--- src/rtl/dcsa_op_scheduler.sv ---
// dcsa_op_scheduler: round-robin sequencer for a shared 60-bit duplicated carry-select adder.
// Define DCSA_RETRY_EN to re-issue once when the duplicated sum path disagrees.
`timescale 1ns/1ps

module dcsa_csa60 (
  input  logic [59:0] a,
  input  logic [59:0] b,
  output logic [59:0] s
);
  localparam int BW = 15;
  localparam int NB = 4;

  logic [NB-1:0] c;
  assign c[0] = 1'b0;

  for (genvar k = 0; k < NB; k++) begin : g_blk
    // the top block drops its carry-out, so it is one bit narrower
    localparam int W = (k < NB-1) ? BW+1 : BW;
    logic [W-1:0] s0, s1;
    assign s0 = W'(a[k*BW +: BW]) + W'(b[k*BW +: BW]);
    assign s1 = W'(a[k*BW +: BW]) + W'(b[k*BW +: BW]) + W'(1);
    assign s[k*BW +: BW] = c[k] ? s1[BW-1:0] : s0[BW-1:0];
    if (k < NB-1) begin : g_c
      assign c[k+1] = c[k] ? s1[W-1] : s0[W-1];
    end
  end
endmodule

module dcsa_adder60 (
  input  logic [59:0] a,
  input  logic [59:0] b,
  input  logic        pa,
  input  logic        pb,
  output logic [59:0] s,
  output logic [59:0] s_invert,
  output logic        papb,
  output logic        pab
);
  logic [59:0] s_dup;

  dcsa_csa60 u_main (.a(a), .b(b), .s(s));
  dcsa_csa60 u_dup  (.a(a), .b(b), .s(s_dup));

  assign s_invert = ~s_dup;
  assign papb     = pa ^ pb;
  assign pab      = ^(a ^ b);
endmodule

module dcsa_op_scheduler #(
  parameter int CNT_W = 16
) (
  input  logic             clk,
  input  logic             rst,
  input  logic [1:0]       req_valid,
  output logic [1:0]       req_ready,
  input  logic [59:0]      req0_a,
  input  logic [59:0]      req0_b,
  input  logic             req0_pa,
  input  logic             req0_pb,
  input  logic [59:0]      req1_a,
  input  logic [59:0]      req1_b,
  input  logic             req1_pa,
  input  logic             req1_pb,
  output logic             rsp_valid,
  input  logic             rsp_ready,
  output logic [59:0]      rsp_sum,
  output logic             rsp_id,
  output logic             rsp_par_err,
  output logic             rsp_dup_err,
  output logic             rsp_retried,
  output logic [CNT_W-1:0] err_count
);
  typedef enum logic [1:0] {IDLE, EXEC, CHECK, RESP} state_t;

  state_t state_q, state_d;
  logic last_grant_q;
  logic gnt, gnt_en;

  logic [59:0] op_a_q, op_b_q;
  logic op_pa_q, op_pb_q, op_id_q;

  logic [59:0] add_s, add_si;
  logic add_papb, add_pab;

  logic [59:0] res_s_q, res_si_q;
  logic res_papb_q, res_pab_q;

  logic par_err, dup_err, retry_go, accept;

  logic [59:0] rsp_sum_q;
  logic rsp_id_q, rsp_par_q, rsp_dup_q;
  logic [CNT_W-1:0] err_cnt_q;

  dcsa_adder60 u_add (
    .a(op_a_q),
    .b(op_b_q),
    .pa(op_pa_q),
    .pb(op_pb_q),
    .s(add_s),
    .s_invert(add_si),
    .papb(add_papb),
    .pab(add_pab)
  );

  assign par_err = res_papb_q != res_pab_q;
  assign dup_err = res_si_q != ~res_s_q;
  assign accept  = (state_q == RESP) & rsp_ready;

`ifdef DCSA_RETRY_EN
  logic retry_q, rsp_ret_q;

  // parity errors come from the operands themselves, so re-issuing cannot help
  assign retry_go = dup_err & ~par_err & ~retry_q;

  always_ff @(posedge clk or posedge rst) begin
    if (rst) begin
      retry_q   <= 1'b0;
      rsp_ret_q <= 1'b0;
    end else begin
      if (gnt_en)
        retry_q <= 1'b0;
      else if (state_q == CHECK && retry_go)
        retry_q <= 1'b1;
      if (state_q == CHECK && !retry_go)
        rsp_ret_q <= retry_q;
    end
  end

  assign rsp_retried = rsp_ret_q;
`else
  assign retry_go    = 1'b0;
  assign rsp_retried = 1'b0;
`endif

  always_comb begin
    state_d   = state_q;
    req_ready = 2'b00;
    gnt       = 1'b0;
    gnt_en    = 1'b0;
    unique case (state_q)
      IDLE: begin
        if (req_valid != 2'b00) begin
          gnt = (req_valid == 2'b11) ? ~last_grant_q
                                     : req_valid[1];
          gnt_en    = 1'b1;
          req_ready = gnt ? 2'b10 : 2'b01;
          state_d   = EXEC;
        end
      end
      EXEC:  state_d = CHECK;
      CHECK: state_d = retry_go ? EXEC : RESP;
      RESP:  if (rsp_ready) state_d = IDLE;
      default: state_d = IDLE;
    endcase
  end

  always_ff @(posedge clk or posedge rst) begin
    if (rst) begin
      state_q      <= IDLE;
      last_grant_q <= 1'b1;
    end else begin
      state_q <= state_d;
      if (gnt_en) last_grant_q <= gnt;
    end
  end

  always_ff @(posedge clk or posedge rst) begin
    if (rst) begin
      op_a_q     <= '0;
      op_b_q     <= '0;
      op_pa_q    <= 1'b0;
      op_pb_q    <= 1'b0;
      op_id_q    <= 1'b0;
      res_s_q    <= '0;
      res_si_q   <= '0;
      res_papb_q <= 1'b0;
      res_pab_q  <= 1'b0;
      rsp_sum_q  <= '0;
      rsp_id_q   <= 1'b0;
      rsp_par_q  <= 1'b0;
      rsp_dup_q  <= 1'b0;
      err_cnt_q  <= '0;
    end else begin
      if (gnt_en) begin
        op_a_q  <= gnt ? req1_a  : req0_a;
        op_b_q  <= gnt ? req1_b  : req0_b;
        op_pa_q <= gnt ? req1_pa : req0_pa;
        op_pb_q <= gnt ? req1_pb : req0_pb;
        op_id_q <= gnt;
      end
      if (state_q == EXEC) begin
        res_s_q    <= add_s;
        res_si_q   <= add_si;
        res_papb_q <= add_papb;
        res_pab_q  <= add_pab;
      end
      if (state_q == CHECK && !retry_go) begin
        rsp_sum_q <= res_s_q;
        rsp_id_q  <= op_id_q;
        rsp_par_q <= par_err;
        rsp_dup_q <= dup_err;
      end
      if (accept && (rsp_par_q | rsp_dup_q) && err_cnt_q != '1)
        err_cnt_q <= err_cnt_q + CNT_W'(1);
    end
  end

  assign rsp_valid   = state_q == RESP;
  assign rsp_sum     = rsp_sum_q;
  assign rsp_id      = rsp_id_q;
  assign rsp_par_err = rsp_par_q;
  assign rsp_dup_err = rsp_dup_q;
  assign err_count   = err_cnt_q;
endmodule

--- config.mk ---
export PLATFORM = sky130hd
export DESIGN_NAME = dcsa_op_scheduler
export DESIGN_NICKNAME = d
export VERILOG_FILES = /design/src/rtl/dcsa_op_scheduler.sv
export SDC_FILE = /design/constraint.sdc
export NUM_CORES = 1
export LEC_CHECK = 0
export BUFFER_PORTS_ARGS = -buffer_cell sky130_fd_sc_hd__buf_2
export CELL_PAD_IN_SITES_DETAIL_PLACEMENT = 0
export CELL_PAD_IN_SITES_GLOBAL_PLACEMENT = 1
export CORE_ASPECT_RATIO = 0.9
export CORE_MARGIN = 1.5
export CORE_UTILIZATION = 47
export DETAILED_ROUTE_END_ITERATION = 12
export GPL_ROUTABILITY_DRIVEN = 0
export PLACE_DENSITY_LB_ADDON = 0.05
export SETUP_SLACK_MARGIN = 0.1
export SLEW_MARGIN = 20
export SYNTH_ARGS = -nofsm -noshare
export SYNTH_HDL_FRONTEND = slang
export SYNTH_SLANG_ARGS = --single-unit
export TNS_END_PERCENT = 100
--- constraint.sdc ---
create_clock -name clk -period 30.1 [get_ports clk]
set_input_delay 6.02 -clock clk [delete_from_list [all_inputs] [get_ports clk]]
set_output_delay 6.02 -clock clk [all_outputs]
set_load 0.05 [all_outputs]
==> results.yml, run 1 <==
synth:
  syn_inst: 1911
  synth_nets: 2253
  async_flop_share_pct: 100
  synth.top_cell.area_share_pct: 45.0
  yosys.area.top_type: "dfrtp_1"
  ys.flop_type: "dfrtp_1"
  ys_types: 69
  synth.area.top_cells: "dfrtp_1, ha_1, mux2_2"
  synth-seq-cells: 327
  avgSynthCellArea_um2: 9.49
  ys_warn_count: 0
  synth_edf_count: 0
  ys_seq_area_share_pct: 45.1
  synthesis.area_um2: 18100
die:
  die_x_um: 210
  io_pins: 332
  design.die.area_um2: 39800
  initial_utilization_pct: 47.5
  die_y_um: 189
  rows: 68
  core-area_um2: 38200
routing:
  drt_wl_total_mm: 52.7
  wire_per_inst_um: 19.4
  drc_errors: 0
  vias: 15000
  drt.antenna.violating_nets: 0
  drt_iter0_markers: 931
  firstDrtPassIters: 5
  post_drt_via_cell_ratio: 5.53
sta:
  drv_slew: 0
  fmax_ghz: 0.0742
  fin_crit_ns: 13.47
  fin_setup_tns_ns: 0
  fin_hold_ws_ns: 0.478
  setup_violations: 0
  relSlewSlack_pct: 26.8
  hold_viol: 0
  skew_ns: 0.0194
  fin_ws_ns: 16.63
  post-route-period-util_pct: 44.8
  grt_setup_unrepaired: "false"
  worst_pin_slew_ns: 1.09
critical_path:
  crit_chain: "buf_2 > nand2_1 > a21oi_4 > buf_2"
  crit_fanout: 33
  worstSetupEndpointType: "output pin"
  critPathLaunchType: "input pin"
  crit_top_cell: "buf_2"
  cp.required_ns: 24.08
  max_stage_delay_ns: 0.71
  worstPathArrival_ns: 7.45
  crit_buf_inv: 2
  crit_family: "compound AO/OA/AOI/OAI gates"
  critPathKind: "input pin to output pin"
  cp_slowest_cell: "a21oi_4"
cts:
  cts_sinks: 327
  cts_resized: 0
  clk_pin_slew_ns: 0.06
  cts_tree: "done"
  cts_setup_buffers: 0
  htree_levels: 2
  clockBufferDepth: 3
  insertion_delay_ns: 0.56
  clock-root-buffer: "clkbuf_16"
  cts_buffers: 38
  ctsHoldBuffers: 0
global_routing:
  overflow: 0
  grt-busiest-layer: "met1"
  antenna_found_initial: 1
  grt.met2_usage_pct: 39.0
  grtUsageTotal_pct: 26.3
  globalRouteMet1Util_pct: 40.3
  grt_pass1_wl_mm: 81.2
  use_met3_pct: 3.37
  grt_pass1_vias: 14400
  grt_max_degree: 101
final_layout:
  fin_nets: 2543
  drive_gt1_share_pct: 23.2
  syn2layout_area_growth_pct: 18.6
outcome:
  status: "finished clean"
placement:
  post-place-ws_ns: 16.62
  numPortBuffers: 330
  dp_hpwl_mm: 39.6
hold_path:
  hold_class: "flip-flop to flip-flop"
job:
  cap_viol_max_count: 0
[worst register-to-register path, cell delays in order, from the launching register on]
cell      delay [ns]
dfrtp_1         0.40
ha_1            0.23
fa_1            0.45
a211oi_2        0.25
o211ai_1        0.20
and3b_1         0.23
a211oi_2        0.36
nor4b_2         0.49
and4_1          0.49
nor4_4          0.16
xnor2_1         0.87
o21ai_0         0.34
a31o_1          0.31
[cells in the mapped netlist (all sizes together) (16+ instances only)]
| cell type | count |
|---|---|
| nand3 | 30 |
| nand2 | 195 |
| xnor2 | 101 |
| nor2 | 202 |
| xor2 | 66 |
| clkbuf | 76 |
| nand4 | 28 |
| a21oi | 187 |
| mux2 | 84 |
| a21o | 31 |
| o21a | 33 |
| dfrtp | 326 |
| inv | 48 |
| ha | 89 |
| nor3 | 19 |
| o21ai | 175 |
| and3 | 16 |
[flip-flops by register name (all words and copies together) (netlist names)]
signal,count
res_pab_q,1
rsp_id,1
res_s_q,60
op_pa_q,1
op_id_q,1
res_papb_q,1
rsp_dup_err,1
res_si_q,60
rsp_sum,60
err_count,16
op_pb_q,1
op_a_q,60
op_b_q,60
state_q,2
last_grant_q,1
rsp_par_err,1
[path summary, 6_finish.rpt]
kind	startpoint	to	slack (ns)	depth (start not counted)
worst min register to register	op_id_q	op_id_q	0.48	1
worst min-delay path	op_id_q	op_id_q	0.48	1
max in group asynchronous	rst	op_b_q[52]	22.49	5
worst max register to register	op_b_q[15]	res_si_q[51]	25.23	12
worst max-delay path	req_valid[0]	req_ready[0]	16.63	4
min in group asynchronous	rst	rsp_sum[25]	5.57	2
[area by class of cell]
type / count / area, um2
Sequential cell: 327 / 8180
Tap cell: 490 / 613
Antenna cell: 1 / 2.50
Inverter: 48 / 188
Timing Repair Buffer: 341 / 1760
Multi-Input combinational cell: 1445 / 9470
Clock inverter: 16 / 208
Clock buffer: 53 / 1100
Fill cell: 3476 / 16700
[per-layer routing]
metal | share of wire [%] | routed length, um
met5 | 0 | 0
met4 | 1.8 | 950
met3 | 4.6 | 2440
met2 | 43 | 22600
met1 | 51 | 26700
[cell usage in the layout, fill, tap and decap left out, types with 16 or more instances in the layout]
cell	instances
buf_2	330
inv_1	47
nor3_1	19
nand3_1	30
a21oi_1	185
nand2_1	195
o21ai_0	172
and3_1	16
nand4_1	28
xnor2_1	101
a21o_1	31
nor2_1	202
xor2_1	66
mux2_2	84
ha_1	87
o21a_1	33
clkbuf_16	39
dfrtp_1	326
[cells by family after synthesis]
family / count (synthesis) / synth area share, %
simple gates: 572 / 14.3
compound gates: 514 / 16.9
flops: 327 / 45.1
xor+xnor: 167 / 8.06
buf+inv: 139 / 2.99
mux: 98 / 5.99
fa+ha+maj: 93 / 6.58
other cells: 1 / 0.0207
[per-stage QoR]
stage | utilization [%] | instance area (um2) | std cells
6_report | 56.3 | 21500 | 2721
5_1_grt | 56.3 | 21500 | 2721
4_1_cts | 56.2 | 21500 | 2719
3_5_place_dp | 52.8 | 20200 | 2650
3_3_place_gp | 52.8 | 20200 | 2650
2_1_floorplan | - | 18100 | 1911
Power of run 1 is not shown: default switching activity piles up to over one toggle a cycle in this logic, so the estimate is an artifact.
==> inputs of run 2 (changes only) <==
CORE_UTILIZATION = 43   (was 47)
clock period = 13.7 ns   (was 30.1 ns; I/O delays follow)
==> run 2 against run 1 <==
  * Non-clock buffer count grew 1
  * Final area hardly changed
  * Sequential share of layout area is essentially flat
  * Clock skew grew 0.00094 ns
  * Register-to-register slack got worse by 16 ns
==> results.yml, run 2 (synthesis gave the netlist of run 1 again) <==
critical_path:
  crit_fanout: 31
  crit_buf_inv: 2
  crit_top_cell: "buf_2"
  worstSetupEndpointType: "output pin"
  cp_slowest_cell: "a21oi_4"
  worstPathArrival_ns: 4.14
  crit_family: "compound AO/OA/AOI/OAI gates"
  max_stage_delay_ns: 0.67
  critPathLaunchType: "input pin"
  cp.required_ns: 10.96
  crit_chain: "buf_2 > nand2_1 > a21oi_4 > buf_2"
  critPathKind: "input pin to output pin"
placement:
  dp_hpwl_mm: 41.1
  numPortBuffers: 330
  dp.cells: 2709
die:
  io_pins: 332
  rows: 71
  design.die.area_um2: 43400
  core-area_um2: 41700
  initial_utilization_pct: 43.5
  die_y_um: 198
  die_x_um: 219
global_routing:
  grt_max_degree: 116
  grt_pass1_vias: 14200
  antenna_found_initial: 2
  grt_pass1_wl_mm: 82.5
  overflow: 0
  grtUsageTotal_pct: 24.7
routing:
  firstDrtPassIters: 5
  vias: 15000
  drt_wl_total_mm: 53.9
  drc_errors: 0
  post_drt_via_cell_ratio: 5.39
  wire_per_inst_um: 19.4
  drt_iter0_markers: 1019
  drt.antenna.violating_nets: 0
cts:
  htree_levels: 2
  cts_setup_buffers: 0
  cts_tree: "done"
  cts_sinks: 327
  insertion_delay_ns: 0.55
  ctsHoldBuffers: 0
  cts_buffers: 37
  clock-root-buffer: "clkbuf_16"
  clk_pin_slew_ns: 0.06
  clockBufferDepth: 3
  cts_resized: 0
final_layout:
  final_cell_mix: "buf_2, dfrtp_1, nor2_1"
  syn2layout_area_growth_pct: 18.5
  stdcell_count: 2774
  drive_gt1_share_pct: 23.1
  filler_cell_count: 3940
  fin_nets: 2543
  final_common_cell: "buf_2"
job:
  cap_viol_max_count: 0
sta:
  grt_setup_unrepaired: "false"
  post-route-period-util_pct: 50.2
  skew_ns: 0.0204
  relSlewSlack_pct: 26.9
  drv_slew: 0
  fin_crit_ns: 6.88
  fin_hold_ws_ns: 0.488
  fin_setup_tns_ns: 0
  setup_violations: 0
  hold_viol: 0
  fmax_ghz: 0.145
  worst_pin_slew_ns: 1.08
hold_path:
  hold_class: "flip-flop to flip-flop"
outcome:
  status: "finished clean"
==> run 2: changes by cell type in the layout (fill, tap and decap cells not counted), sizes merged <==
| cell | change |
|---|---|
| bufinv | -2 |
| clkinvlp | -1 |
| buf | +1 |
| clkbuf | -1 |
| inv | +2 |
| clkinv | -3 |
==> run 2: layer usage <==
| layer | up-vias | part of all wire [%] | GRT usage, % |
|---|---|---|---|
| li1 | 7297 | - | - |
| met3 | 61 | 4.6 | 3.27 |
| met2 | 393 | 43 | 36.2 |
| met5 | - | 0 | 0 |
| met1 | 7200 | 51 | 38.5 |
| met4 | 0 | 1.6 | 5.07 |
==> run 2: cell type report <==
cell class	instances	area [um2]	share of cell area, %
antenna	1	2.50	0.0116
clock buffer	52	1070	4.99
clock inverter	12	143	0.663
inverter	48	188	0.873
multi-input combinational	1445	9480	44.1
sequential	327	8180	38.1
tap	547	684	3.18
timing repair buffer	342	1740	8.10
==> run 2: per-stage QoR <==
| stage | util (%) | setup WS [ns] | instance area [um2] |
|---|---|---|---|
| 6_report | 51.6 | 6.82 | 21500 |
| 5_1_grt | 51.6 | 6.73 | 21500 |
| 2_1_floorplan | - | 1.91 | 18100 |
| 4_1_cts | 51.6 | 6.81 | 21500 |
| 3_5_place_dp | 48.6 | 6.82 | 20300 |
| 3_3_place_gp | 48.6 | 6.79 | 20300 |
==> run 2: worst paths after layout <==
| path | start | slack [ns] | cells after the start | endpoint |
|---|---|---|---|---|
| min reg2reg | op_b_q[52] | 0.49 | 2 | op_b_q[52] |
| min | op_b_q[52] | 0.49 | 2 | op_b_q[52] |
| min in group asynchronous | rst | 2.31 | 2 | res_s_q[35] |
| max reg2reg | op_a_q[15] | 8.94 | 12 | res_s_q[59] |
| max | req_valid[0] | 6.82 | 4 | req_ready[0] |
| max in group asynchronous | rst | 9.08 | 4 | res_s_q[17] |
==> run 2: tightest hold or removal path: stages, from the launching register on <==
cell and delay [ns]:
dfrtp_1 0.35, nand2_1 0.05, o21ai_0 0.06
Power of run 2 is left out for the same reason.
